[src/rtl/tmr_capture.sv]
// Input-capture timer: a free-running counter is latched into CAP on a selected
// edge of the synchronized cap_in; byte registers CNT, CAP, CTRL, STAT on a simple bus.
module tmr_capture #(
    parameter int WIDTH       = 8,
    parameter int SYNC_STAGES = 2
) (
    input  logic             clk,
    input  logic             rst,
    input  logic [1:0]       addr,
    input  logic [WIDTH-1:0] wdata,
    input  logic             we,
    input  logic             re,
    output logic [WIDTH-1:0] rdata,
    input  logic             cap_in,
    output logic             irq
);

    localparam logic [1:0] A_CNT  = 2'd0;
    localparam logic [1:0] A_CAP  = 2'd1;
    localparam logic [1:0] A_CTRL = 2'd2;
    localparam logic [1:0] A_STAT = 2'd3;

    logic [WIDTH-1:0]       cnt_q, cnt_d;
    logic [WIDTH-1:0]       cap_q, cap_d;
    logic [3:0]             ctrl_q, ctrl_d;   // {EN, EDGE, BOTH, IE}
    logic [2:0]             stat_q, stat_d;   // {WRAP, OVR, CAPF}
    logic [WIDTH-1:0]       rdata_q, rdata_d;
    logic [SYNC_STAGES-1:0] sync_q, sync_d;
    logic                   dly_q, dly_d;

    logic en, edge_sel, both, ie;
    logic rise, fall, hit;
    logic cnt_wr, wrap_hit;
    logic [2:0] stat_clr, stat_set;

    always_comb begin
        en       = ctrl_q[3];
        edge_sel = ctrl_q[2];
        both     = ctrl_q[1];
        ie       = ctrl_q[0];

        // Synchronizer and delay flop run independently of EN.
        sync_d = {sync_q[SYNC_STAGES-2:0], cap_in};
        dly_d  = sync_q[SYNC_STAGES-1];
        rise   = sync_q[SYNC_STAGES-1] & ~dly_q;
        fall   = ~sync_q[SYNC_STAGES-1] & dly_q;
        hit    = en & (both ? (rise | fall) : (edge_sel ? fall : rise));

        cnt_wr   = we && (addr == A_CNT);
        wrap_hit = en && !cnt_wr && (cnt_q == {WIDTH{1'b1}});

        cnt_d = cnt_q;
        if (cnt_wr) begin
            cnt_d = wdata;
        end else if (en) begin
            cnt_d = cnt_q + WIDTH'(1);
        end

        cap_d = hit ? cnt_q : cap_q;

        ctrl_d = ctrl_q;
        if (we && (addr == A_CTRL)) begin
            ctrl_d = wdata[7:4];
        end

        // Hardware set wins over a software write-1-to-clear in the same cycle.
        stat_clr = (we && (addr == A_STAT)) ? wdata[2:0] : 3'b000;
        stat_set = {wrap_hit, hit & stat_q[0], hit};
        stat_d   = (stat_q & ~stat_clr) | stat_set;

        rdata_d = rdata_q;
        if (re) begin
            case (addr)
                A_CNT:   rdata_d = cnt_q;
                A_CAP:   rdata_d = cap_q;
                A_CTRL:  rdata_d = WIDTH'({ctrl_q, 4'b0000});
                default: rdata_d = WIDTH'(stat_q);
            endcase
        end
    end

    always_ff @(posedge clk) begin
        if (rst) begin
            cnt_q   <= '0;
            cap_q   <= '0;
            ctrl_q  <= '0;
            stat_q  <= '0;
            rdata_q <= '0;
            sync_q  <= '0;
            dly_q   <= 1'b0;
        end else begin
            cnt_q   <= cnt_d;
            cap_q   <= cap_d;
            ctrl_q  <= ctrl_d;
            stat_q  <= stat_d;
            rdata_q <= rdata_d;
            sync_q  <= sync_d;
            dly_q   <= dly_d;
        end
    end

    assign rdata = rdata_q;
    assign irq   = ie & (stat_q[0] | stat_q[1]);

endmodule

[config.mk]
export PLATFORM = sky130hd
export DESIGN_NAME = tmr_capture
export DESIGN_NICKNAME = d
export VERILOG_FILES = /design/src/rtl/tmr_capture.sv
export SDC_FILE = /design/constraint.sdc
export NUM_CORES = 1
export LEC_CHECK = 0
export CAP_MARGIN = 20
export CORE_ASPECT_RATIO = 0.9
export CORE_MARGIN = 8
export CORE_UTILIZATION = 40
export DETAILED_ROUTE_END_ITERATION = 6
export GPL_TIMING_DRIVEN = 0
export PLACE_DENSITY = 0.67
export SETUP_SLACK_MARGIN = 0.5
export SLEW_MARGIN = 20
export SYNTH_ARGS = -nofsm -noshare
export SYNTH_HDL_FRONTEND = slang
export SYNTH_SLANG_ARGS = --single-unit
[constraint.sdc]
create_clock -name clk -period 1.3 [get_ports clk]
set_input_delay 0.26 -clock clk [delete_from_list [all_inputs] [get_ports clk]]
set_output_delay 0.26 -clock clk [all_outputs]
set_load 0.02 [all_outputs]
# --- After elaboration in Yosys (flattened, before gate mapping) ---
# Cells that the tools add are included.
word_totals:
  inputBits: 15
  word_cells: 38
  register_bits: 34
classes:
  eq_ne: 4
  muxes: 6
  reduce_logical: 8
  bitwise: 12
  n_addsub: 1
ops:
  columns: ["operator", "n"]
  rows:
  - ["case mux 8 bit (3 select lines)", 1]
  - ["2-to-1 mux 8 bit", 2]
  - ["adder 8 x 1 -> 8 bit, second input constant", 1]
  - ["equality test 8 bit, second input constant", 1]
  - ["AND 1 bit", 5]
  - ["logical AND 1 bit", 5]
  - ["equality test 2 bit, second input constant", 2]
  - ["AND 3 bit", 1]
  - ["2-to-1 mux 3 bit", 1]
  - ["NOT 3 bit", 1]
  - ["OR 3 bit", 1]
  - ["equality test 2 x 1 -> 1 bit, second input constant", 1]
  - ["zero test 2 bit", 1]
  - ["2-to-1 mux 1 bit", 2]
  - ["NOT 1 bit", 2]
  - ["OR 1 bit", 2]
  - ["nonzero test 2 bit", 1]
  - ["zero test 1 bit", 1]

# --- Depth between registers and ports, before layout ---
logic_depth:
  depth_word: 7
  depth_mapped: 6

# --- Least setup slack after synthesis ---
# OpenSTA, ideal clock, no wires.
synth_path:
  path_type: "reg2reg"
  startpoint: "register sync_q[1]"
  endpoint: "register cap_q[6]"
  t_arrival_ns: 1.315
  path_stages_with_launch: 6
  path_slack_ns: -0.087
  setup_ns: 0.072
  t_required_ns: 1.228
  synth_period_minus_slack_ns: 1.387
  cell_sequence: "dfxtp_1 -> inv_1 -> ha_1 -> mux2_2 -> o211ai_1 -> mux2i_1"
synth_between:
  elab_chain_len: 5
  elab_cells_between_ends: 7
  classes_between: "mux (2); bitwise (5)"
synth_lines:
  columns: ["element", "line", "text"]
  rows:
  - ["start, declared", "28", "logic [SYNC_STAGES-1:0] sync_q, sync_d;"]
  - ["start signal, assigned", "97", "sync_q <= sync_d;"]
  - ["NOT 1 bit", "46", "fall = ~sync_q[SYNC_STAGES-1] & dly_q;"]
  - ["AND 1 bit", "46", null]
  - ["2-to-1 mux 1 bit / OR 1 bit (equally long branches)", "47", "hit = en & (both ? (rise | fall) : (edge_sel ? fall : rise));"]
  - ["2-to-1 mux 1 bit *", "47", null]
  - ["AND 1 bit *", "47", null]
  - ["end signal, assigned", "93", "cap_q <= cap_d;"]
  - ["end, declared", "24", "logic [WIDTH-1:0] cap_q, cap_d;"]
# Mark *: on every way between the ends. The rest lies on a longest branch, timed or not.
# A chain may end at the register's enable or synchronous reset.

# --- Worst setup path in the final report ---
layout_path:
  startpoint: "register sync_q[1]"
  endpoint: "register cap_q[0]"
# The elaborated chain is that of the path after synthesis.

==> impl_metrics.json <==
{
  "status": "complete, but fails checks",
  "violations": "negative setup slack",
  "fmax_mhz": 708,
  "p_sw_share_pct": 26.1,
  "synth_top_family_by_area": "simple AND/OR/NAND/NOR gates",
  "clkTransAtPathRegs_ns": 0.07,
  "synth.distinct_cells": 34,
  "gp_congestion": 0.756,
  "max_slew_margin_pct": 77.3,
  "syn_to_final_growth_pct": 58.7,
  "pwr-share-seq_pct": 47.0,
  "place_hpwl_mm": 2.99,
  "crit_path_max_fanout": 6,
  "finalPower_mw": 2.37,
  "first_global_vias": 1670,
  "cts_root_buffer": "clkbuf_8",
  "rrSetupSlack_ns": -0.11,
  "skew_ns": 0.00664,
  "min_path_type": "in -> reg",
  "cts_tree": "yes",
  "grt_overflow_total": 0,
  "grt_max_degree": 11,
  "path_class": "reg -> reg",
  "fin_ws_ns": -0.112,
  "cts_hold_buf": 0,
  "reg2regPathDepth": 6,
  "min_from": "addr[1]",
  "track_usage_pct": 15.2,
  "required_ns": 1.51,
  "syn_inst": 181,
  "power_switching_uw": 617,
  "tightest_slew_ns": 0.341,
  "finalCritPeriodShare_pct": 109,
  "nFillCells": 324,
  "first_pass_iters": 4,
  "h-tree-depth": 2,
  "vias": 1563,
  "synth_xor_xnor_area_share_pct": 2.05,
  "synth-edff-count": 0,
  "cts_buffers": 5,
  "yosys.area_share.simple_pct": 23.3,
  "yosys_warnings": 0,
  "die_h_um": 78.1,
  "via_per_inst": 5.41,
  "async_flop_share_pct": 0,
  "drt-total-wl_mm": 4.97,
  "synth_area_leaders": "dfxtp_1, mux2i_1, nand2b_1",
  "antennaDiodeCount": 0,
  "drive_gt1_share_pct": 51.9,
  "synthFlopType": "dfxtp_1",
  "port_buffers": 21,
  "holdPathEnd": "rdata[6]$_SDFFE_PP0P_",
  "synth_top_cell_area_share_pct": 39.7,
  "nNetsFinal": 258,
  "clkPwrFrac_pct": 34.6,
  "rsz0062_at_grt": "true",
  "leakagePower_nw": 1.07,
  "syn_nets": 199,
  "cts_sinks": 34,
  "combPwrFrac_pct": 18.4,
  "r2r-end": "cap_q[0]$_SDFFE_PP0P_",
  "synth_mux_area_share_pct": 13.1,
  "grt_antenna_before_repair": 0,
  "power_density_nw_per_um2": 871,
  "worstSetupEndpointType": "register",
  "ys_top_cells_by_count": "dfxtp_1, nor2_1, mux2i_1",
  "synth-seq-cells": 34,
  "hold_depth": 4,
  "ir_worst_vdd_uv": 670,
  "synth_compound_area_share_pct": 13.8,
  "insertion_delay_ns": 0.29,
  "yosysMostFrequentCell": "dfxtp_1",
  "drtIter0Drc": 105,
  "cap_violations": 0,
  "ant_nets": 0,
  "start_util_pct": 41.8,
  "syn-mean-instance-area_um2": 9.46,
  "grt_pass1_wl_mm": 8.11,
  "synth_fa_ha_area_share_pct": 2.19,
  "fin_setup_tns_ns": -0.727,
  "report.final.slew_viol_count": 0,
  "hold_viol": 0,
  "core_region_area_um2": 4100,
  "cts_buffer_depth": 2,
  "period_needed_ns": 1.41,
  "drc": 0,
  "ys_seq_area_share_pct": 39.7,
  "worstSetupStartpointType": "register",
  "setup_viol_count_final": 10,
  "io_pins": 24,
  "wl_per_cell_um": 17.2,
  "die_w_um": 85.0,
  "synth_top_area_cell": "dfxtp_1",
  "arrival_ns": 1.62,
  "die-area_um2": 6640,
  "rows": 22,
  "syn_area_um2": 1710,
  "p_int_mw": 1.75,
  "r2r-start": "sync_q[1]$_SDFF_PP0_"
}
[power groups by stage]
stage                     combinational (mW)  clock [mW]  sequential [mW]
after floorplan                        0.175           0             1.14
after global placement                 0.292           0             1.14
after detailed placement               0.296           0             1.14
after CTS                              0.381       0.818             1.12
after global routing                   0.464       0.887             1.12
final                                  0.437       0.819             1.11
[metrics by stage]
| step | instance area (µm²) | util (%) | worst slack [ns] | std cells | hold slack, ns |
|---|---|---|---|---|---|
| floorplan | 1830 | - | -0.0562 | 181 | 0.388 |
| global placement | 2100 | 51.3 | -0.447 | 250 | 0.422 |
| detailed placement | 2100 | 51.3 | -0.453 | 250 | 0.425 |
| CTS | 2520 | 61.5 | -0.0898 | 280 | 0.324 |
| global route | 2720 | 66.3 | -0.196 | 289 | 0.338 |
| finish | 2720 | 66.3 | -0.112 | 289 | 0.330 |
[cell type report]
type                            instances  area [µm²]  share of cell area (%)
Multi-Input combinational cell        130        1110                    40.8
Sequential cell                        34         732                    26.9
Timing Repair Buffer                   52         546                    20.1
Buffer                                 13         166                    6.12
Clock buffer                            7        86.3                    3.18
Tap cell                               48        60.1                    2.21
Inverter                                4        15.0                   0.552
Clock inverter                          1        5.00                   0.184
[logic make-up after synthesis]
kind of cell / Yosys count
XOR/XNOR: 4
buffers and inverters: 17
flip-flops: 34
multiplexers: 22
AND/OR/NAND/NOR: 76
adder cells (fa/ha/maj): 3
AO/OA/AOI/OAI: 25
[critical path: stages (launching register included)]
cell	delay (ns)
dfxtp_2	0.34
inv_2	0.04
ha_2	0.16
mux2_4	0.26
o211a_1	0.23
buf_6	0.14
mux2i_1	0.17
[registers in the layout, indices dropped and copies added (netlist names)]
| name | flops |
|---|---|
| rdata | 8 |
| ctrl_q | 4 |
| cap_q | 8 |
| dly_q | 1 |
| stat_q | 3 |
| sync_q | 2 |
| cnt_q | 8 |
[cell usage in the layout, fill, tap and decap left out, drive strengths merged, types with 2 or more instances in the layout]
cell           count
a211oi             5
nand3b             3
clkdlybuf4s50      9
nand2              9
or3                3
nand3              5
xor2               3
dfxtp             34
o211a              5
nor2b              4
nand2b            17
mux2i             19
mux2               3
ha                 3
a311oi             6
buf               50
nor2              21
inv                4
nor3               4
nand4              6
o21ai              3
clkbuf            10
a21oi              2
or2                2
[per-layer routing]
| layer | vias to the layer above | GRT usage (%) | wire length [µm] |
|---|---|---|---|
| met4 | 0 | 5.68 | 146 |
| met2 | 39 | 26.1 | 2480 |
| met5 | - | 0 | 0 |
| met3 | 15 | 3.64 | 206 |
| met1 | 750 | 18.0 | 2140 |
| li1 | 759 | - | - |
[repair_timing]
| action | in CTS | in global routing |
|---|---|---|
| buffers inserted | 20 | 9 |
| pin swaps | 25 | 22 |
| endpoints found under the setup margin | 43 | 41 |
| resized for setup | 107 | 29 |
| cloned | 2 | 0 |
| endpoints found under the hold margin | 0 | 0 |
[worst max path at each step]
stage	from	endpoint	slack, ns	cells past startpoint
3_5_place_dp	we	cnt_q[7]$_SDFFE_PP0P_	-0.45	5
5_1_grt	sync_q[1]$_SDFF_PP0_	cap_q[7]$_SDFFE_PP0P_	-0.20	6
2_1_floorplan	dly_q$_SDFF_PP0_	cap_q[6]$_SDFFE_PP0P_	-0.06	5
4_1_cts	sync_q[1]$_SDFF_PP0_	cap_q[0]$_SDFFE_PP0P_	-0.09	6
3_3_place_gp	we	cnt_q[5]$_SDFFE_PP0P_	-0.45	5
6_report	sync_q[1]$_SDFF_PP0_	cap_q[0]$_SDFFE_PP0P_	-0.11	6
Note: power is estimated with default switching activity, not from simulation.
